## config.mk

```make
export PLATFORM = sky130hd
export DESIGN_NAME = fpu_issue_ctrl
export DESIGN_NICKNAME = d
export VERILOG_FILES = /design/src/rtl/fpu_ctrl_pkg.sv /design/src/rtl/fpu_inflight_fifo.sv /design/src/rtl/fpu_issue_ctrl.sv
export SDC_FILE = /design/constraint.sdc
export NUM_CORES = 1
export LEC_CHECK = 0
export CORE_ASPECT_RATIO = 0.9
export CORE_MARGIN = 5
export CORE_UTILIZATION = 55
export CTS_BUF_LIST = sky130_fd_sc_hd__clkbuf_4 sky130_fd_sc_hd__clkbuf_8 sky130_fd_sc_hd__clkbuf_16
export CTS_CLUSTER_DIAMETER = 150
export DETAILED_ROUTE_END_ITERATION = 8
export PLACE_DENSITY = 0.78
export RECOVER_POWER = 100
export SLEW_MARGIN = 20
export SYNTH_ARGS = -nofsm -noshare
export SYNTH_HDL_FRONTEND = slang
export SYNTH_SLANG_ARGS = --single-unit
```

## constraint.sdc

```tcl
create_clock -name ck -period 5.1 [get_ports ck]
set_input_delay 0.51 -clock ck [delete_from_list [all_inputs] [get_ports ck]]
set_output_delay 0.51 -clock ck [all_outputs]
set_load 0.01 [all_outputs]
```

## src/rtl/fpu_ctrl_pkg.sv

```systemverilog
// Shared types, opcode/funct5 constants and RV32F register-usage decode
// for the FPU issue controller.
package fpu_ctrl_pkg;

  localparam int unsigned MAX_ID_WIDTH = 16;

  localparam logic [6:0] OPC_LOAD_FP  = 7'b0000111;
  localparam logic [6:0] OPC_STORE_FP = 7'b0100111;
  localparam logic [6:0] OPC_OP_FP    = 7'b1010011;
  localparam logic [6:0] OPC_FMADD    = 7'b1000011;
  localparam logic [6:0] OPC_FMSUB    = 7'b1000111;
  localparam logic [6:0] OPC_FNMSUB   = 7'b1001011;
  localparam logic [6:0] OPC_FNMADD   = 7'b1001111;

  localparam logic [4:0] F5_ADD     = 5'b00000;
  localparam logic [4:0] F5_SUB     = 5'b00001;
  localparam logic [4:0] F5_MUL     = 5'b00010;
  localparam logic [4:0] F5_DIV     = 5'b00011;
  localparam logic [4:0] F5_SGNJ    = 5'b00100;
  localparam logic [4:0] F5_MINMAX  = 5'b00101;
  localparam logic [4:0] F5_CMP     = 5'b10100;
  localparam logic [4:0] F5_CVT_W_S = 5'b11000;
  localparam logic [4:0] F5_MV_X_W  = 5'b11100;
  localparam logic [4:0] F5_CVT_S_W = 5'b11010;
  localparam logic [4:0] F5_MV_W_X  = 5'b11110;

  // One tracked in-flight op; id is stored at its widest legal size.
  typedef struct packed {
    logic [MAX_ID_WIDTH-1:0] id;
    logic [4:0]              rd;
    logic                    wr_fp;
  } inflight_entry_t;

  typedef struct packed {
    logic wr_fp;
    logic rd_rs1;
    logic rd_rs2;
    logic rd_rs3;
  } fp_decode_t;

  function automatic logic is_fp_opcode(input logic [6:0] opc);
    return opc inside {OPC_LOAD_FP, OPC_STORE_FP, OPC_OP_FP,
                       OPC_FMADD, OPC_FMSUB, OPC_FNMSUB, OPC_FNMADD};
  endfunction

  // Which FP registers an instruction reads and whether it writes FP rd.
  function automatic fp_decode_t fp_decode(input logic [6:0] opc, input logic [4:0] f5);
    fp_decode_t d;
    d = '0;
    case (opc)
      OPC_LOAD_FP:  d.wr_fp = 1'b1;
      OPC_STORE_FP: d.rd_rs2 = 1'b1;
      OPC_OP_FP: begin
        d.wr_fp  = !(f5 inside {F5_CMP, F5_CVT_W_S, F5_MV_X_W});
        d.rd_rs1 = !(f5 inside {F5_CVT_S_W, F5_MV_W_X});
        d.rd_rs2 = f5 inside {F5_ADD, F5_SUB, F5_MUL, F5_DIV, F5_SGNJ, F5_MINMAX, F5_CMP};
      end
      OPC_FMADD, OPC_FMSUB, OPC_FNMSUB, OPC_FNMADD: d = '{1'b1, 1'b1, 1'b1, 1'b1};
      default: d = '0;
    endcase
    return d;
  endfunction

endpackage

```

## src/rtl/fpu_inflight_fifo.sv

```systemverilog
// In-order tracker of launched FPU ops; exposes the head entry and the id
// of the entry behind it so a result can be matched while one is buffered.
module fpu_inflight_fifo
  import fpu_ctrl_pkg::*;
#(
  parameter int unsigned DEPTH = 4
) (
  input  logic                           ck,
  input  logic                           rst,
  input  logic                           push,
  input  inflight_entry_t                push_data,
  input  logic                           pop,
  output inflight_entry_t                head,
  output logic [MAX_ID_WIDTH-1:0]        head_next_id,
  output logic [$clog2(DEPTH+1)-1:0]     count,
  output logic                           full,
  output logic                           empty
);

  localparam int unsigned PTR_W = (DEPTH > 1) ? $clog2(DEPTH) : 1;
  localparam int unsigned CNT_W = $clog2(DEPTH + 1);

  inflight_entry_t mem [DEPTH];
  logic [PTR_W-1:0] rd_ptr;
  logic [PTR_W-1:0] wr_ptr;
  logic             do_push;
  logic             do_pop;

  function automatic logic [PTR_W-1:0] next_ptr(input logic [PTR_W-1:0] p);
    return (p == PTR_W'(DEPTH - 1)) ? '0 : p + PTR_W'(1);
  endfunction

  assign full         = (count == CNT_W'(DEPTH));
  assign empty        = (count == '0);
  assign do_push      = push && !full;
  assign do_pop       = pop && !empty;
  assign head         = mem[rd_ptr];
  assign head_next_id = mem[next_ptr(rd_ptr)].id;

  always_ff @(posedge ck) begin
    if (do_push) mem[wr_ptr] <= push_data;
  end

  always_ff @(posedge ck) begin
    if (!rst) begin
      rd_ptr <= '0;
      wr_ptr <= '0;
      count  <= '0;
    end else begin
      if (do_push) wr_ptr <= next_ptr(wr_ptr);
      if (do_pop)  rd_ptr <= next_ptr(rd_ptr);
      count <= count + CNT_W'(do_push) - CNT_W'(do_pop);
    end
  end

endmodule

```

## src/rtl/fpu_issue_ctrl.sv

```systemverilog
// FPU issue controller: hazard scoreboard, in-flight limiting, launch
// strobe and a one-entry in-order result buffer with datapath backpressure.
module fpu_issue_ctrl
  import fpu_ctrl_pkg::*;
#(
  parameter int unsigned NUM_REGS        = 32,
  parameter int unsigned PIPELINE_STAGES = 4,
  parameter int unsigned X_ID_WIDTH      = 4
) (
  input  logic                  ck,
  input  logic                  rst,
  input  logic                  issue_valid,
  output logic                  issue_ready,
  input  logic [31:0]           issue_instr,
  input  logic [X_ID_WIDTH-1:0] issue_id,
  output logic                  issue_accept,
  output logic                  fpu_enable,
  output logic [31:0]           fpu_instr,
  output logic [X_ID_WIDTH-1:0] fpu_id,
  output logic                  fpu_hold,
  input  logic                  dp_res_valid,
  input  logic [X_ID_WIDTH-1:0] dp_res_id,
  output logic                  res_valid,
  input  logic                  res_ready,
  output logic [X_ID_WIDTH-1:0] res_id,
  output logic                  err
);

  localparam int unsigned REG_W = $clog2(NUM_REGS);
  localparam int unsigned CNT_W = $clog2(PIPELINE_STAGES + 1);

  logic [NUM_REGS-1:0]     sb_q;
  logic [NUM_REGS-1:0]     sb_d;
  fp_decode_t              dec;
  logic [4:0]              rd, rs1, rs2, rs3;
  logic                    hazard;
  logic                    launch;
  logic                    res_fire;
  logic                    entry_avail;
  logic [MAX_ID_WIDTH-1:0] expect_id;
  logic                    dp_take;
  logic                    dp_err;
  inflight_entry_t         push_entry;
  inflight_entry_t         head;
  logic [MAX_ID_WIDTH-1:0] head_next_id;
  logic [CNT_W-1:0]        fifo_count;
  logic                    fifo_full;
  logic                    fifo_empty;

  assign rd  = issue_instr[11:7];
  assign rs1 = issue_instr[19:15];
  assign rs2 = issue_instr[24:20];
  assign rs3 = issue_instr[31:27];
  assign dec = fp_decode(issue_instr[6:0], issue_instr[31:27]);

  assign hazard = (dec.rd_rs1 && sb_q[REG_W'(rs1)]) ||
                  (dec.rd_rs2 && sb_q[REG_W'(rs2)]) ||
                  (dec.rd_rs3 && sb_q[REG_W'(rs3)]) ||
                  (dec.wr_fp  && sb_q[REG_W'(rd)]);

  assign fpu_hold     = res_valid && !res_ready;
  assign issue_ready  = rst && !hazard && !fifo_full && !fpu_hold;
  assign issue_accept = is_fp_opcode(issue_instr[6:0]);
  assign launch       = issue_valid && issue_ready && issue_accept;
  assign res_fire     = res_valid && res_ready;

  // While a result sits in the buffer the head is already answered, so the
  // next datapath result belongs to the entry behind it.
  assign expect_id   = res_valid ? head_next_id : head.id;
  assign entry_avail = res_valid ? (fifo_count > CNT_W'(1)) : !fifo_empty;
  assign dp_take     = dp_res_valid && !fpu_hold && entry_avail &&
                       (expect_id == MAX_ID_WIDTH'(dp_res_id));
  assign dp_err      = dp_res_valid && !dp_take;

  assign push_entry = '{id: MAX_ID_WIDTH'(issue_id), rd: rd, wr_fp: dec.wr_fp};

  // Clear on retire first so a same-cycle set of the same register wins.
  always_comb begin
    sb_d = sb_q;
    if (res_fire && head.wr_fp) sb_d[REG_W'(head.rd)] = 1'b0;
    if (launch && dec.wr_fp)    sb_d[REG_W'(rd)]      = 1'b1;
  end

  fpu_inflight_fifo #(
    .DEPTH (PIPELINE_STAGES)
  ) u_fifo (
    .ck           (ck),
    .rst          (rst),
    .push         (launch),
    .push_data    (push_entry),
    .pop          (res_fire),
    .head         (head),
    .head_next_id (head_next_id),
    .count        (fifo_count),
    .full         (fifo_full),
    .empty        (fifo_empty)
  );

  always_ff @(posedge ck) begin
    if (!rst) begin
      sb_q       <= '0;
      fpu_enable <= 1'b0;
      fpu_instr  <= '0;
      fpu_id     <= '0;
      res_valid  <= 1'b0;
      res_id     <= '0;
      err        <= 1'b0;
    end else begin
      sb_q       <= sb_d;
      fpu_enable <= launch;
      if (launch) begin
        fpu_instr <= issue_instr;
        fpu_id    <= issue_id;
      end
      if (dp_take) begin
        res_valid <= 1'b1;
        res_id    <= dp_res_id;
      end else if (res_fire) begin
        res_valid <= 1'b0;
      end
      if (dp_err) err <= 1'b1;
    end
  end

endmodule

```

* Word level (Yosys, flattened, before mapping)
Memories as Yosys holds them, arrays and structs flattened. A register that Yosys moved wholly into a read port is not among the register bits.
Index checks and enable logic that the tools add are counted.
Widths: inputs -> output; s select.
** Word-level totals
- Register bits after elaboration :: 82
- Memory bits (writable) :: 40
- Output and inout bits :: 46
- Word-level logic and storage cells :: 117
- Memories kept :: 1
** Memory list
- u_fifo.mem :: depth 4, width 10, rd ports 2, clocked after Yosys merged registers in 1, write ports 1, RTL line fpu_inflight_fifo.sv:23 : inflight_entry_t mem [DEPTH];
** Operators by class
- Add/sub/neg operators :: 4
- Order comparisons :: 8
- Equal/unequal tests :: 21
- Muxes and demuxes :: 28
- Bitwise logic cells :: 3
- Reductions and logical operators :: 42
** Operator list (number)
- $mux 32 :: 2
- $eq 7x7->1 const B :: 5
- $and 32x32->32 :: 1
- $not 32->32 :: 1
- $or 32x32->32 :: 1
- $lt 5x6->1 const B :: 5
- $eq 5x5->1 const B :: 5
- $logic_and 1x1->1 :: 21
- $bmux 1 s5 :: 4
- $eq 16x4->1 :: 1
- $mux 16 :: 1
- $reduce_bool 7->1 :: 2
- $mux 1 :: 12
- $demux 1 s5 :: 2
- $eq 5x2->1 const B :: 2
- $eq 5x3->1 const B :: 2
- $ge 5x1->1 const B :: 2
- $reduce_or 5->1 :: 2
- $logic_not 1->1 :: 8
- $mux 2 :: 4
- $eq 7x3->1 const B :: 1
- $eq 7x6->1 const B :: 1
- $pmux 1 s2 :: 3
- $eq 5x1->1 const B :: 1
- 12 further kinds :: 17

* Depth between registers and ports, before layout
- Word-level depth :: 17
- Depth in mapped cells :: 17

* Modules after synthesis
Synthesis repeated with hierarchy kept, for this count alone.
** Second synthesis, totals
- Cell total of the unflattened synthesis :: 687
- Area, all modules :: 8713.4 um^2
** Modules (own cells, without submodules)
- fpu_issue_ctrl :: instances 1, cells each 501, area each 4605.7 um^2
- fpu_inflight_fifo :: instances 1, cells each 186, area each 4107.7 um^2

* Worst setup path before layout
OpenSTA, ideal clock, no wires.
- Kind :: input to register
- Start :: input port issue_instr[17]
- End :: register u_fifo.count[2]
- Data arrival time :: 3.621 ns
- Data required time :: 4.972 ns
- Setup slack :: 1.351 ns
- Stages :: 16
- Cells stage by stage :: buf_2 mux4_2 and3b_1 o41ai_1 a221oi_1 or4b_1 buf_2 clkinv_4 nand2_4 inv_1 buf_2 ha_1 inv_1 fa_1 xnor2_1 nor2_1
** Between the ends
- Cells in the longest elaborated chain, start to end :: 15
** RTL lines
- start, declared :: RTL line fpu_issue_ctrl.sv:14 : input logic [31:0] issue_instr,
- $bmux 1 s5 :: RTL line fpu_issue_ctrl.sv:56 : assign hazard = (dec.rd_rs1 && sb_q[REG_W'(rs1)]) ||
- $mux 1 (implied by the code) :: RTL line fpu_issue_ctrl.sv:56
- $logic_and 1x1->1 :: RTL line fpu_issue_ctrl.sv:56
- $logic_or 1x1->1 :: RTL line fpu_issue_ctrl.sv:56
- $logic_or 1x1->1 :: RTL line fpu_issue_ctrl.sv:57 : (dec.rd_rs2 && sb_q[REG_W'(rs2)]) ||
- $logic_or 1x1->1 :: RTL line fpu_issue_ctrl.sv:58 : (dec.rd_rs3 && sb_q[REG_W'(rs3)]) ||
- $logic_not 1->1 :: RTL line fpu_issue_ctrl.sv:62 : assign issue_ready = rst && !hazard && !fifo_full && !fpu_hold;
- $logic_and 1x1->1 (3 in series) :: RTL line fpu_issue_ctrl.sv:62
- $logic_and 1x1->1 (2 in series) :: RTL line fpu_issue_ctrl.sv:64 : assign launch = issue_valid && issue_ready && issue_accept;
- $logic_and 1x1->1 :: RTL line fpu_inflight_fifo.sv:35 : assign do_push = push && !full;
- net u_fifo.do_push :: RTL line fpu_inflight_fifo.sv:26 : logic do_push;
- $add 3x1->3 :: RTL line fpu_inflight_fifo.sv:52 : count <= count + CNT_W'(do_push) - CNT_W'(do_pop);
- $sub 3x1->3 :: RTL line fpu_inflight_fifo.sv:52
- end signal, assigned :: RTL line fpu_inflight_fifo.sv:52
- end, declared :: RTL line fpu_inflight_fifo.sv:15 : output logic [$clog2(DEPTH+1)-1:0] count,
The timed path passes the listed nets, and every way through them passes these cells. The select of a mux whose other input is x is not followed.
A chain may end at the register's enable or synchronous reset.

* Final worst setup path
- Start :: input port issue_instr[17]
- End :: output port issue_ready
** Between the ends
- Cells in the longest elaborated chain, start to end :: 10
** RTL lines
- $bmux 1 s5 :: RTL line fpu_issue_ctrl.sv:56
- $mux 1 (implied by the code) :: RTL line fpu_issue_ctrl.sv:56
- $logic_and 1x1->1 :: RTL line fpu_issue_ctrl.sv:56
- $logic_or 1x1->1 :: RTL line fpu_issue_ctrl.sv:56
- $logic_or 1x1->1 :: RTL line fpu_issue_ctrl.sv:57
- $logic_or 1x1->1 :: RTL line fpu_issue_ctrl.sv:58
- $logic_not 1->1 :: RTL line fpu_issue_ctrl.sv:62
- $logic_and 1x1->1 (3 in series) :: RTL line fpu_issue_ctrl.sv:62
- end, declared :: RTL line fpu_issue_ctrl.sv:13 : output logic issue_ready,
Every way passes these cells. The select of a mux whose other input is x is not followed.

==> impl_metrics.py <==
metrics = {
    "power_and_ir_drop": {
        "ir_worst_vdd_mv": 0.238,
        "power.density_nw_per_um2": 306,
        "leakagePower_uw": 0.00280,
    },
    "sta": {
        "clock.fmax_mhz": 222,
        "setup_ws_ns": 0.599,
        "fin_crit_ns": 4.50,
        "finalHoldViolCount": 0,
        "timing.final.crit_share": 0.882,
        "setup_viol_count_final": 0,
        "tightest_slew_ns": 1.54,
        "fin_skew_ns": 0.00583,
        "drv_slew": 34,
        "hold_slack_ns": 0.454,
        "fin_setup_tns_ns": 0,
        "grt_setup_unrepaired": "false",
        "slew_headroom": -0.0259,
    },
    "route": {
        "routed_wl_microns": 19300,
        "ant_nets": 0,
        "drt-initial-drc-count": 637,
        "viasPerCell": 6.74,
        "wl_per_cell_microns": 23.6,
        "drc": 0,
        "vias": 5498,
        "firstDrtPassIters": 5,
    },
    "global_routing": {
        "first_global_vias": 5428,
        "grt_max_degree": 67,
        "grt_overflow": 0,
        "antenna_found_initial": 0,
        "grtUsageTotal": 0.288,
        "grt_pass1_wl_microns": 30700,
    },
    "yosys": {
        "synth_area_per_cell_sq_um": 11.1,
        "synth_fp_nets": 636,
        "synthXorXnorAreaFrac": 0.00681,
        "ys_types": 58,
        "synth.area.mux_share": 0.175,
        "synthTopCellsByArea": "dfxtp_1, edfxtp_1, mux4_2",
        "yosys.area_share.simple": 0.135,
        "synth.ff_latch_count": 124,
        "synthFlopType": "dfxtp_1",
        "synthAdderAreaFrac": 0.0206,
        "synth_top_area_frac": 0.261,
        "ys_seq_area_frac": 0.448,
        "netlist_area_sq_um": 6430,
        "synth_top_family_by_area": "multiplexers",
        "synth_edf_count": 40,
        "synth_cells": 581,
        "ys_warn_count": 0,
        "async_flop_share": 0,
        "synth_compound_area_frac": 0.165,
        "synth_top_area_cell": "dfxtp_1",
    },
    "cts": {
        "numCtsBuffers": 17,
        "htree_levels": 4,
        "cts.sinks": 124,
        "clockBufferDepth": 2,
        "clk_pin_slew_worst_paths_ns": 0.05,
        "cts_setup_buffers": 0,
        "cts_resized": 0,
        "cts_root_buffer": "clkbuf_16",
        "holdBufCountCts": 0,
        "clock_latency_ns": 0.42,
        "cts_tree": "done",
    },
    "placement": {
        "io_buffers": 90,
        "routabilityCongestion": 0.981,
        "place_hpwl_microns": 13000,
        "pre_cts_ws_ns": 0.519,
        "post-place-cells": 784,
    },
    "min_path": {
        "hold_depth": 1,
        "hold_path_class": "flip-flop to flip-flop",
    },
    "floorplanning": {
        "core.rowCount": 37,
        "io_pins": 91,
        "die_w_microns": 124,
        "die_h_microns": 113,
        "core-area_sq_um": 11400,
        "initial_core_util": 0.563,
        "dieArea_sq_um": 14000,
    },
    "worst_setup_path": {
        "critPathSlowestCell": "dlygate4sd3_1",
        "crit_required_ns": 4.59,
        "path_cells": "dlygate4sd3_1, mux4_2, and3b_1, o41ai_1, a221oi_1, or4b_1, clkinvlp_2, dlygate4sd3_1",
        "arrival_ns": 3.99,
        "path_class": "input port to output pin",
        "slowest_delay_ns": 0.80,
        "critPathLaunchType": "input port",
        "worst-r2r-cell-count": 13,
        "worstPathMaxFanout": 9,
        "cp-end-kind": "output pin",
        "timing.critical_path.mode_cell": "dlygate4sd3_1",
    },
    "final_layout": {
        "finalNetCount": 702,
        "antenna_cells": 0,
        "drive_gt1_frac": 0.139,
        "stdcell_count": 816,
        "layout_common_cells": "dfxtp_1, dlygate4sd3_1, nand3_1, nand2_1, mux4_2",
        "fill_cells": 853,
        "layout_commonest_cell": "dfxtp_1",
        "area_delta_synth_final_pct": 22.4,
    },
    "outcome": {
        "status": "complete, but fails checks",
        "failed_checks": "max-capacitance violations, max-slew violations",
    },
    "job": {
        "cap_violations": 1,
    },
}
-- worst paths after layout --
check             slack (ns)            start         endpoint
setup / recovery        0.60  issue_instr[17]      issue_ready
hold / removal          0.45     fpu_instr[1]     fpu_instr[1]
setup reg to reg        1.37         sb_q[29]  u_fifo.count[2]
hold reg to reg         0.45     fpu_instr[1]     fpu_instr[1]
-- routing by layer --
metal	share of wire	GRT usage
met1	0.42	0.420
met2	0.44	0.400
met3	0.11	0.0856
met4	0.034	0.117
met5	0	0
-- final cells by class --
type,instances,area (sq um),share of cell area
Multi-Input combinational cell,385,3160,0.402
Sequential cell,124,2880,0.366
Timing Repair Buffer,102,963,0.122
Clock buffer,18,433,0.0550
Tap cell,156,195,0.0248
Clock inverter,14,170,0.0216
Inverter,17,65.1,0.00826
-- through the flow --
stage               utilization  cell area, sq um  power [uW]
floorplan                     -              6430        1130
global placement          0.644              7360        1200
detailed placement        0.644              7360        1200
CTS                       0.697              7970        2420
global route              0.689              7870        2480
finish                    0.689              7870        2410
-- synth_stat cells (2+ instances only) --
| cell | count |
|---|---|
| a21oi_1 | 19 |
| a41oi_1 | 2 |
| and2_1 | 2 |
| and3_1 | 6 |
| and3b_1 | 2 |
| buf_1 | 4 |
| buf_2 | 9 |
| buf_6 | 4 |
| clkbuf_1 | 36 |
| clkbuf_2 | 2 |
| dfxtp_1 | 84 |
| edfxtp_1 | 40 |
| ha_1 | 9 |
| inv_1 | 15 |
| mux2_2 | 7 |
| mux2i_1 | 10 |
| mux4_2 | 42 |
| nand2_1 | 47 |
| nand2b_1 | 7 |
| nand3_1 | 50 |
| nand3b_1 | 13 |
| nor2_1 | 16 |
| nor2b_1 | 3 |
| nor3_1 | 2 |
| nor3b_1 | 2 |
| nor4_1 | 3 |
| o211ai_1 | 28 |
| o21a_1 | 3 |
| o21ai_0 | 41 |
| o221ai_1 | 3 |
| o22ai_1 | 4 |
| o31ai_1 | 2 |
| o41ai_1 | 23 |
| o41ai_2 | 10 |
| or3_1 | 4 |
| or4_1 | 2 |
| xnor2_1 | 4 |
-- worst max-delay path, delay by kind of cell --
kind / cells / cell delay (ns)
compound gates: 2 / 0.49
buf+inv: 3 / 1.63
mux: 1 / 0.57
simple gates: 2 / 0.78
-- report_power, final --
part	switching (uW)	internal [uW]	total (uW)
Sequential	2.29	1020	1020
Combinational	91.9	59.7	152
Clock	458	774	1230
Total	552	1860	2410
-- kinds of logic after synthesis --
family / after synthesis
xor gates and xnor gates: 5
buffers and inverters: 72
DFF: 124
muxes: 59
and+or+nand+nor: 167
AOI/OAI and AO/OA: 144
adders and majority gates: 10
-- registers in the layout, indices dropped and copies added, names as in the netlist, named ones only --
name / flops
err: 1
fpu_enable: 1
fpu_id: 4
fpu_instr: 32
res_id: 4
res_valid: 1
sb_q: 32
u_fifo.count: 3
u_fifo.mem: 40
u_fifo.rd_ptr: 2
u_fifo.wr_ptr: 2
No activity file was read; power rests on OpenSTA's default activity.
